**src/rtl/id_ex_pipe.sv**
```systemverilog
// ---------------------------------------------------------------------------
// id_ex_pipe
//
// ID->EX pipeline register with a valid/ready handshake and a one-entry skid
// buffer behind the main register. This gives two entries of storage, so
// in_ready can be a flop instead of a combinational path from out_ready.
// The stage also supports squashing all held entries (flush) and replacing
// the accepted instruction with a halt syscall (halt_ex).
//
// State | Meaning
// ------+------------------------------------------
// EMPTY | nothing held, out_valid=0
// ONE   | main register valid, skid empty
// FULL  | main and skid valid, in_ready=0
//
// Ports
//   clk, rst                 clock, asynchronous active-high reset
//   in_valid / in_ready      ID side handshake (in_ready is registered)
//   flush                    squash everything held on the next edge
//   halt_ex                  turn the accepted instruction into a halt syscall
//   pc_in .. rd_in           ID payload
//   out_valid / out_ready    EX side handshake
//   pc_out .. rd_out         registered payload to EX
//
// Optional build macro: ID_EX_PERF_EN adds the saturating 32-bit counters
//   stall_cnt  (cycles with out_valid && !out_ready)
//   bubble_cnt (cycles with !out_valid && !flush)
// ---------------------------------------------------------------------------
module id_ex_pipe #(
    parameter int DATA_W    = 32,
    parameter int CTRL_W    = 16,
    parameter int REG_W     = 5,
    parameter int HALT_CODE = 10
) (
    input  logic              clk,
    input  logic              rst,
    input  logic              in_valid,
    output logic              in_ready,
    input  logic              flush,
    input  logic              halt_ex,
    input  logic [DATA_W-1:0] pc_in,
    input  logic [DATA_W-1:0] instr_in,
    input  logic [DATA_W-1:0] rs_data_in,
    input  logic [DATA_W-1:0] rt_data_in,
    input  logic [DATA_W-1:0] imm_in,
    input  logic [CTRL_W-1:0] ctrl_in,
    input  logic              syscall_in,
    input  logic [REG_W-1:0]  rt_in,
    input  logic [REG_W-1:0]  rd_in,
    output logic              out_valid,
    input  logic              out_ready,
    output logic [DATA_W-1:0] pc_out,
    output logic [DATA_W-1:0] instr_out,
    output logic [DATA_W-1:0] rs_data_out,
    output logic [DATA_W-1:0] rt_data_out,
    output logic [DATA_W-1:0] imm_out,
    output logic [CTRL_W-1:0] ctrl_out,
    output logic              syscall_out,
    output logic [REG_W-1:0]  rt_out,
    output logic [REG_W-1:0]  rd_out
`ifdef ID_EX_PERF_EN
    ,
    output logic [31:0]       stall_cnt,
    output logic [31:0]       bubble_cnt
`endif
);

    typedef enum logic [1:0] {
        EMPTY = 2'd0,
        ONE   = 2'd1,
        FULL  = 2'd2
    } state_t;

    typedef struct packed {
        logic [DATA_W-1:0] pc;
        logic [DATA_W-1:0] instr;
        logic [DATA_W-1:0] rs_data;
        logic [DATA_W-1:0] rt_data;
        logic [DATA_W-1:0] imm;
        logic [CTRL_W-1:0] ctrl;
        logic              syscall;
        logic [REG_W-1:0]  rt;
        logic [REG_W-1:0]  rd;
    } payload_t;

    state_t   state_q, state_d;
    payload_t main_q, main_d;
    payload_t skid_q, skid_d;
    logic     in_ready_q, in_ready_d;
    payload_t in_pkt;
    logic     accept, emit;

    assign in_ready  = in_ready_q;
    assign out_valid = (state_q != EMPTY);
    assign accept    = in_valid && in_ready_q;
    assign emit      = out_valid && out_ready;

    // Halt injection is applied to the incoming packet, so it only takes
    // effect on an accept.
    always_comb begin
        in_pkt.pc      = pc_in;
        in_pkt.instr   = instr_in;
        in_pkt.rs_data = halt_ex ? DATA_W'(HALT_CODE) : rs_data_in;
        in_pkt.rt_data = rt_data_in;
        in_pkt.imm     = imm_in;
        in_pkt.ctrl    = ctrl_in;
        in_pkt.syscall = halt_ex ? 1'b1 : syscall_in;
        in_pkt.rt      = rt_in;
        in_pkt.rd      = rd_in;
    end

    always_ff @(posedge clk or posedge rst) begin
        if (rst) begin
            state_q    <= EMPTY;
            main_q     <= '0;
            skid_q     <= '0;
            in_ready_q <= 1'b1;
        end else begin
            state_q    <= state_d;
            main_q     <= main_d;
            skid_q     <= skid_d;
            in_ready_q <= in_ready_d;
        end
    end

    // Flush only clears occupancy; the data registers keep their last value
    // and the bubble gating below hides ctrl/syscall.
    always_comb begin
        state_d = state_q;
        main_d  = main_q;
        skid_d  = skid_q;
        if (flush) begin
            state_d = EMPTY;
        end else begin
            case (state_q)
                EMPTY: begin
                    if (accept) begin
                        main_d  = in_pkt;
                        state_d = ONE;
                    end
                end
                ONE: begin
                    if (accept && !emit) begin
                        skid_d  = in_pkt;
                        state_d = FULL;
                    end else if (accept && emit) begin
                        main_d  = in_pkt;
                    end else if (emit) begin
                        state_d = EMPTY;
                    end
                end
                FULL: begin
                    if (emit) begin
                        main_d  = skid_q;
                        state_d = ONE;
                    end
                end
                default: state_d = EMPTY;
            endcase
        end
        in_ready_d = (state_d != FULL);
    end

    assign pc_out      = main_q.pc;
    assign instr_out   = main_q.instr;
    assign rs_data_out = main_q.rs_data;
    assign rt_data_out = main_q.rt_data;
    assign imm_out     = main_q.imm;
    assign rt_out      = main_q.rt;
    assign rd_out      = main_q.rd;
    // A bubble must never write a register, write memory or trap.
    assign ctrl_out    = out_valid ? main_q.ctrl : '0;
    assign syscall_out = out_valid && main_q.syscall;

`ifdef ID_EX_PERF_EN
    logic [31:0] stall_cnt_q, stall_cnt_d;
    logic [31:0] bubble_cnt_q, bubble_cnt_d;

    always_comb begin
        stall_cnt_d  = stall_cnt_q;
        bubble_cnt_d = bubble_cnt_q;
        if (out_valid && !out_ready && (stall_cnt_q != '1))
            stall_cnt_d = stall_cnt_q + 32'd1;
        if (!out_valid && !flush && (bubble_cnt_q != '1))
            bubble_cnt_d = bubble_cnt_q + 32'd1;
    end

    always_ff @(posedge clk or posedge rst) begin
        if (rst) begin
            stall_cnt_q  <= '0;
            bubble_cnt_q <= '0;
        end else begin
            stall_cnt_q  <= stall_cnt_d;
            bubble_cnt_q <= bubble_cnt_d;
        end
    end

    assign stall_cnt  = stall_cnt_q;
    assign bubble_cnt = bubble_cnt_q;
`endif

endmodule

```
**config.mk**
```make
export PLATFORM = sky130hd
export DESIGN_NAME = id_ex_pipe
export DESIGN_NICKNAME = d
export VERILOG_FILES = /design/src/rtl/id_ex_pipe.sv
export SDC_FILE = /design/constraint.sdc
export NUM_CORES = 1
export LEC_CHECK = 0
export CAP_MARGIN = 20
export CORE_ASPECT_RATIO = 1.2
export CORE_MARGIN = 3
export CORE_UTILIZATION = 45
export DETAILED_ROUTE_END_ITERATION = 8
export GPL_TIMING_DRIVEN = 0
export PLACE_DENSITY_LB_ADDON = 0.05
export SLEW_MARGIN = 25
export SYNTH_ARGS = -nofsm -noshare
export SYNTH_HDL_FRONTEND = slang
export SYNTH_SLANG_ARGS = --single-unit
```
**constraint.sdc**
```tcl
create_clock -name clk -period 17.82 [get_ports clk]
set_input_delay 3.564 -clock clk [delete_from_list [all_inputs] [get_ports clk]]
set_output_delay 3.564 -clock clk [all_outputs]
set_load 0.02 [all_outputs]
```
==> results.sh <==
export IMPL_status="completed"
export IMPL_yosysSeqAreaShare=0.550
export IMPL_post_place_cells=2383
export IMPL_gp_congestion=0.805
export IMPL_fin_crit_ps=6300
export IMPL_drt_wl_total_um=43900
export IMPL_drv_cap=0
export IMPL_syn_cell_area_mm2=0.0172
export IMPL_relSlewSlack=0.418
export IMPL_fin_skew_ps=11.2
export IMPL_cts_setup_buffers=0
export IMPL_ys_async_sr_fraction=1.00
export IMPL_clock_fmax_ghz=0.159
export IMPL_vias=12100
export IMPL_drc=0
export IMPL_setup_ws_ps=11520
export IMPL_nNetsFinal=2145
export IMPL_hold_depth=2
export IMPL_fin_util=0.619
export IMPL_cts_root_buf="clkbuf_16"
export IMPL_grt_max_degree=98
export IMPL_worstMarginPinSlew_ps=874
export IMPL_grt_pass1_vias=12400
export IMPL_netlist_instances=1524
export IMPL_syn_nets=1717
export IMPL_rows=77
export IMPL_setup_viol=0
export IMPL_synth_seq_cells=377
export IMPL_die_x_um=184
export IMPL_max_stage_delay_ps=630
export IMPL_cts_path_max_buffers=3
export IMPL_cts_clk_slew_worst_paths_ps=60
export IMPL_ys_types=22
export IMPL_fin_total_pwr_uw=2710
export IMPL_drtPass1Iterations=4
export IMPL_final_period_utilization=0.354
export IMPL_portBuffers=381
export IMPL_numCtsBuffers=41
export IMPL_htreeDepth=2
export IMPL_cts_hold_buf=0
export IMPL_cp_cell_sequence="buf_2 > nor2_1 > clkbuf_1 > nor2b_1 > clkdlybuf4s50_1"
export IMPL_holdCritPathClass="reg -> reg"
export IMPL_drv_slew=0
export IMPL_ys_warn_count=0
export IMPL_rsz0062_at_grt="no"
export IMPL_p_leak_uw=0.0105
export IMPL_fillCellCount=3158
export IMPL_antenna_left=0
export IMPL_dieArea_mm2=0.0405
export IMPL_viasPerCell=4.92
export IMPL_wl_per_cell_um=17.8
export IMPL_end_kind="output pin"
export IMPL_start_util=0.460
export IMPL_layout_cells_non_filler=2464
export IMPL_grt_pass1_wl_um=67900
export IMPL_io_pins=382
export IMPL_cts_sinks=377
export IMPL_dp_slack_ps=12040
export IMPL_hold_violations=0
export IMPL_core_area_mm2=0.0373
export IMPL_r2r_slack_ps=15720
export IMPL_cts_tree="built"
export IMPL_criticalPathCategory="reg -> out"
export IMPL_antenna_found_initial=11
export IMPL_grt_overflow=0
export IMPL_die_h_um=220
export IMPL_multi_input_area_mm2=0.00590
export IMPL_area_growth_pct=34.4
export IMPL_r2r_cells=5
export IMPL_cts_resized=0
export IMPL_ys_flop_type="dfrtp_1"
export IMPL_clock_latency_ps=540
export IMPL_layout_drive_gt1_share=0.230
export IMPL_track_usage=0.213
export IMPL_crit_path_top_delay_cell="nor2_1"
export IMPL_synth_edff_count=0
export IMPL_avgSynthCellArea_um2=11.3
export IMPL_crit_arrival_ps=2740
export IMPL_power_density_mw_per_mm2=118
export IMPL_start_kind="flop"
export IMPL_seqCellArea_mm2=0.00944
export IMPL_drt_iter0_drc=431
export IMPL_ir_drop_v=0.0000683
export IMPL_dp_hpwl_um=31700
export IMPL_critical_path_peak_fanout=10
export IMPL_worstPathRequired_ps=14260
==> cells in the mapped netlist, types with 3 or more instances <==
| master | count | area [µm²] |
|---|---|---|
| dfrtp_1 | 376 | 9410 |
| inv_1 | 3 | 11.3 |
| buf_4 | 171 | 1280 |
| o21ai_1 | 46 | 230 |
| nor2_1 | 39 | 146 |
| nor2b_1 | 19 | 119 |
| o21ai_0 | 174 | 871 |
| nand2_1 | 222 | 833 |
| mux2i_1 | 155 | 1550 |
| clkbuf_1 | 35 | 131 |
| nand2b_1 | 31 | 194 |
| buf_2 | 41 | 205 |
| buf_6 | 18 | 203 |
| mux2_2 | 154 | 1730 |
| a21oi_1 | 33 | 165 |
==> critical path, delay by kind of cell (launching register included) <==
| kind | cells | cell delay, ps |
|---|---|---|
| buf+inv | 3 | 1110 |
| simple gates | 2 | 720 |
| flops | 1 | 360 |
==> stage by stage <==
stage	area [µm²]	hold WS [ps]	setup TNS (ps)
2_1_floorplan	17200	442	0
3_3_place_gp	21600	456	-415250
3_5_place_dp	21700	464	0
4_1_cts	23100	478	0
5_1_grt	23100	500	0
6_report	23100	471	0
==> metal layers <==
metal,global-route usage,part of all wire,up-vias
li1,-,-,5830
met1,0.271,0.42,5912
met2,0.350,0.48,315
met3,0.0631,0.071,67
met4,0.0713,0.025,8
met5,0,0.0011,-
==> cell families after synthesis <==
family,Yosys count,synth area share
AOI/OAI and AO/OA,257,0.0759
buffers and inverters,268,0.107
DFF,377,0.550
muxes,309,0.191
and+or+nand+nor,313,0.0763
==> registers in the layout, summed over array words and instances (netlist names) <==
signal	count
rt_data_out	32
rs_data_out	32
state_q	2
rd_out	5
skid_q	187
instr_out	32
pc_out	32
rt_out	5
in_ready	1
imm_out	32
main_q	17
==> worst paths after layout <==
check	startpoint	end
worst min register to register	main_q[10]$_DFFE_PP0P_	main_q[10]$_DFFE_PP0P_
worst max register to register	state_q[0]$_DFF_PP0_	skid_q[154]$_DFFE_PP0P_
max in group asynchronous	rst	pc_out[14]$_DFFE_PP0P_
worst max-delay path	state_q[1]$_DFF_PP0_	ctrl_out[14]
min in group asynchronous	rst	imm_out[21]$_DFFE_PP0P_
worst min-delay path	main_q[10]$_DFFE_PP0P_	main_q[10]$_DFFE_PP0P_
==> final cells by class <==
class | instances | area share
antenna | 8 | 0.000868
buffer | 265 | 0.0790
clock buffer | 57 | 0.0519
clock inverter | 16 | 0.00705
inverter | 3 | 0.000813
multi-input combinational | 879 | 0.256
sequential | 377 | 0.409
tap | 474 | 0.0257
timing repair buffer | 385 | 0.170
==> cell usage in the layout, fill, tap and decap left out, types with 2 or more instances in the layout <==
cell type / synthesis / final
mux2_2: 154 / 154
mux2i_1: 155 / 155
buf_6: 18 / 18
buf_4: 171 / 171
nor2b_1: 19 / 19
bufinv_16: 0 / 3
clkinv_2: 0 / 11
o21ai_0: 174 / 174
o21ai_1: 46 / 46
buf_2: 41 / 41
nor2_1: 39 / 39
inv_1: 3 / 2
nand2_1: 222 / 222
clkdlybuf4s50_1: 0 / 381
diode_2: 0 / 8
dfrtp_1: 376 / 376
clkbuf_16: 0 / 43
clkbuf_1: 35 / 42
nand2b_1: 31 / 31
clkbuf_8: 0 / 7
buf_16: 0 / 4
a21oi_1: 33 / 33
==> power by group <==
part	switching, µW	total, µW	internal (µW)
logic	301	694	392
clock network	346	859	513
registers	100	1160	1060
total	747	2710	1970
Note: power is estimated with default switching activity, not from simulation.
